File: src/rtl/trace_chk_pkg.sv
`default_nettype none
// +----------------------------------------------------------------------+
// | trace_chk_pkg : shared types for the processor trace self-checker    |
// | Rev 1.0                                                              |
// +----------------------------------------------------------------------+
package trace_chk_pkg;

    localparam int TRACE_W = 32;

    typedef enum logic [1:0] {
        IDLE = 2'd0,
        RUN  = 2'd1,
        DONE = 2'd2
    } state_t;

    typedef struct packed {
        logic [TRACE_W-1:0] addr;
        logic [TRACE_W-1:0] data;
        logic               dc;
    } exp_entry_t;

endpackage
`default_nettype wire

File: src/rtl/trace_exp_mem.sv
`default_nettype none
// +----------------------------------------------------------------------+
// | trace_exp_mem : expected-trace register file, 1 sync wr / 1 comb rd  |
// | Rev 1.0                                                              |
// +----------------------------------------------------------------------+
module trace_exp_mem
    import trace_chk_pkg::*;
#(
    parameter int  DEPTH   = 16,
    parameter type ENTRY_T = exp_entry_t,
    localparam int IW      = $clog2(DEPTH)
) (
    input  logic          clk,
    input  logic          wr_en,
    input  logic [IW-1:0] wr_idx,
    input  ENTRY_T        wr_entry,
    input  logic [IW-1:0] rd_idx,
    output ENTRY_T        rd_entry
);

    // Contents deliberately survive reset so a program can be re-checked without reloading.
    ENTRY_T r_mem [DEPTH];

    always_ff @(posedge clk) begin
        if (wr_en) begin
            r_mem[wr_idx] <= wr_entry;
        end
    end

    assign rd_entry = r_mem[rd_idx];

endmodule
`default_nettype wire

File: config.mk
export PLATFORM = sky130hd
export DESIGN_NAME = trace_exp_mem
export DESIGN_NICKNAME = d
export VERILOG_FILES = /design/src/rtl/trace_chk_pkg.sv /design/src/rtl/trace_exp_mem.sv
export SDC_FILE = /design/constraint.sdc
export NUM_CORES = 1
export LEC_CHECK = 0
export CAP_MARGIN = 20
export CORE_MARGIN = 1
export CORE_UTILIZATION = 55
export CTS_CLUSTER_DIAMETER = 120
export CTS_CLUSTER_SIZE = 28
export DETAILED_ROUTE_END_ITERATION = 10
export PLACE_DENSITY_LB_ADDON = 0.1
export SYNTH_ARGS = -nofsm -noshare
export SYNTH_HDL_FRONTEND = slang
export SYNTH_SLANG_ARGS = --single-unit
File: constraint.sdc
create_clock -name clk -period 5.9 [get_ports clk]
set_input_delay 0.59 -clock clk [delete_from_list [all_inputs] [get_ports clk]]
set_output_delay 0.59 -clock clk [all_outputs]
set_load 0.05 [all_outputs]
Yosys cells after proc, flatten, opt, wreduce, memory -nomap -nowiden --
Memory sizes are Yosys's and may differ from the RTL's. Cells that the tools add are included.
Cells by class: mux-type cells 2
Operators by type and width (count):
- 1-bit 2-to-1 mux | 2
Storage, ports and cells: flip-flop bits (word level) 0, bits in writable memories 1040, memories 1, output and inout port bits 65, bits of input ports 75
Memory list:
- r_mem | depth 16, bits a word 65, read ports 1, clocked after memory_dff 0, write ports 1, line trace_exp_mem.sv:22 | ENTRY_T r_mem [DEPTH];

Longest topological paths before layout --
depth after elaboration 2, mapped depth 6, gate-level depth less buffers 3

Worst setup path before layout --
Ideal clock, no wire load.
path kind input port to flip-flop, start input wr_idx[2], end memory r_mem[0][0] in the netlist's numbering, enable pin, required time 5.331 ns, arrival 5.446 ns, stages 2, path slack -0.115 ns, buffers on the path 0, cells stage by stage or3b_1 > nor3_1
RTL lines:
- start, declared | line trace_exp_mem.sv:15 | input logic [IW-1:0] wr_idx,
- end, declared | line trace_exp_mem.sv:22
Straight into the memory's write port.

==> flow_metrics.tcl <==
set metrics [dict create \
    synth.area.top_cells "edfxtp_1 (80%), mux4_2 (15%), a22oi_1 (2.5%), nand2_1 (0.64%), buf_6 (0.43%)" \
    antennaDiodeCount 0 \
    cts_setup_buffers 0 \
    final_cell_mix "edfxtp_1 (1040), mux4_2 (260), clkdlybuf4s50_1 (137)" \
    post_dp_cell_area_um2 41700 \
    hold_path.startpoint "wr_entry[33]" \
    cp-end-kind "output pin" \
    dpl.cell_count 2644 \
    p_per_area_nw_per_um2 297 \
    via_per_inst 6.39 \
    gp_congestion 0.716 \
    synthAdderAreaFrac_pct 0 \
    drtAntennaViolNets 0 \
    cts-root-buf "clkbuf_16" \
    timing.critical_path.slowest_stage_cell "and2_4" \
    critical_path_arrival_ps 3520 \
    cts.sinks 1040 \
    setup-violations-final 0 \
    rsz0062_at_grt "false" \
    cp_common_cell "clkdlybuf4s50_1" \
    stdcell_count 2689 \
    initial_utilization_pct 55.6 \
    fin_nets 1824 \
    drc 0 \
    worstMarginPinSlew_ps 1120 \
    min_period_ps 4110 \
    n_fill_cell 4749 \
    antenna_found_initial 6 \
    routed-via-count 17200 \
    max_flop_register "r_mem" \
    cts_resized 0 \
    numCtsBuffers 43 \
    synth.area.mux_share_pct 15.0 \
    grt_usage_pct 23.6 \
    cts_max_path_buffers 3 \
    synthesis.area_um2 38900 \
    status "finished clean" \
    syn_avg_cell_area_um2 24.2 \
    clk_pin_slew_ps 100 \
    use_met2_pct 39.2 \
    crit_path_max_incr_delay_ps 940 \
    cts_hold_buf 0 \
    busiest_layer "met2" \
    grt_first_pass_wirelength_um 120000 \
    critPathKind "input pin to output pin" \
    synth_compound_area_share_pct 2.51 \
    timing.fmax_mhz 243 \
    core_area_um2 70000 \
    finalSetupTns_ps 0 \
    hold_path_end "r_mem[7][33]$_DFFE_PP_" \
    ys_types 18 \
    row_count 97 \
    layout_commonest_cell "edfxtp_1" \
    firstDrtPassIters 5 \
    hold_viol_final 0 \
    die-area_um2 71900 \
    fin_ws_ps 1790 \
    gr-total-overflow 0 \
    peakVddDrop_mv 0.181 \
    yosysTopAreaCell "edfxtp_1" \
    top_regs "r_mem x1040" \
    largest_register_ff_count 1040 \
    drt_iter0_markers 1689 \
    yosysSeqAreaShare_pct 80.2 \
    synth_top_family_by_area "multiplexers" \
    hpwlAfterDp_um 40300 \
    start_kind "input pin" \
    synth-seq-cells 1040 \
    finalCritPeriodShare_pct 69.6 \
    whs_path_depth 1 \
    synth_xor_area_share_pct 0 \
    timing.slew.headroom_pct 25.4 \
    die_width_um 268 \
    min_path_type "input pin to flop" \
    critical_path.cell_chain "clkdlybuf4s50_1, and2_4, buf_4, a22oi_1, nand2_1, clkdlybuf4s50_1" \
    grt_pass1_vias 17600 \
    gr-usage-met1_pct 34.9 \
    p_leak_uw 0.0130 \
    wirelength_um 83000 \
    wl_per_cell_um 30.9 \
    die_h_um 268 \
    max_cap_viol_count 0 \
    synth_nets 1683 \
    syn2layout_area_growth_pct 10.1 \
    netlist_instances 1608 \
    cts_tree "built" \
    dp_worst_setup_slack_ps 1790 \
    ios 140 \
    port_buffers 139 \
    critical_path_required_ps 5310 \
    yosysWarnings 0 \
    htree_levels 2 \
    design_area_um2 42900 \
    grt_use_met3_pct 3.06 \
    grt_start_max_net_pins 78 \
    slew_violations 0 \
    netlist.area_leader.share_pct 80.2 \
    cp_max_fo 52 \
    drive_above_1_share_pct 21.2 \
    total_power_uw 12700 \
    yosys.area_share.simple_pct 0.967 \
]
## layout make-up
| cell class | instances | area (um^2) | share of cell area (%) |
|---|---|---|---|
| Multi-Input combinational cell | 482 | 7350 | 17.2 |
| Clock inverter | 2 | 38.8 | 0.0905 |
| Sequential cell | 1040 | 31200 | 72.9 |
| Tap cell | 940 | 1180 | 2.74 |
| Clock buffer | 43 | 1080 | 2.51 |
| Timing Repair Buffer | 182 | 1980 | 4.62 |
## how the worst max path moves through the flow
| stage | from | end | slack (ps) | cells after the start |
|---|---|---|---|---|
| detailed placement | rd_idx[2] | rd_entry[52] | 1790 | 6 |
| global route | rd_idx[2] | rd_entry[36] | 1690 | 6 |
| floorplan | wr_idx[2] | r_mem[8][0]$_DFFE_PP_ | 110 | 2 |
| global placement | rd_idx[2] | rd_entry[46] | 1850 | 6 |
| finish | rd_idx[2] | rd_entry[45] | 1790 | 6 |
| CTS | rd_idx[2] | rd_entry[44] | 1790 | 6 |
## cells in the mapped netlist, drive strengths merged
| cell | n |
|---|---|
| edfxtp | 1040 |
| nand3b | 2 |
| nor2 | 13 |
| nand3 | 1 |
| and2 | 1 |
| buf | 50 |
| clkbuf | 36 |
| mux4 | 260 |
| nand2b | 2 |
| or3b | 1 |
| nor2b | 2 |
| a22oi | 130 |
| nand2 | 66 |
| nor3 | 4 |
## critical path: cells and delay by family
kind                   cells  cell delay (ps)
AO/OA/AOI/OAI              1               90
buffers and inverters      3             1760
AND/OR/NAND/NOR            2             1030
## cell families after synthesis
| group | after synthesis |
|---|---|
| compound gates | 130 |
| buf+inv | 86 |
| flops | 1040 |
| mux | 260 |
| simple gates | 92 |
## power by group
| group | internal, uW | leakage, uW | switching, uW |
|---|---|---|---|
| combinational | 386 | 0.00308 | 625 |
| clock | 1330 | 0.000546 | 2090 |
| sequential | 8270 | 0.00940 | 31.1 |
| total | 9990 | 0.0130 | 2740 |
## metrics by stage
stage | hold slack (ps) | util (%)
finish | 864 | 61.2
global placement | 1470 | 59.6
detailed placement | 1520 | 59.6
floorplan | 689 | -
global route | 884 | 61.2
CTS | 842 | 61.2
## metal layers
| metal | routed length [um] | up-vias |
|---|---|---|
| met5 | 76 | - |
| met4 | 956 | 12 |
| met3 | 4670 | 70 |
| li1 | - | 7138 |
| met2 | 41800 | 487 |
| met1 | 35400 | 9465 |
No activity file was read; power rests on OpenSTA's default activity.
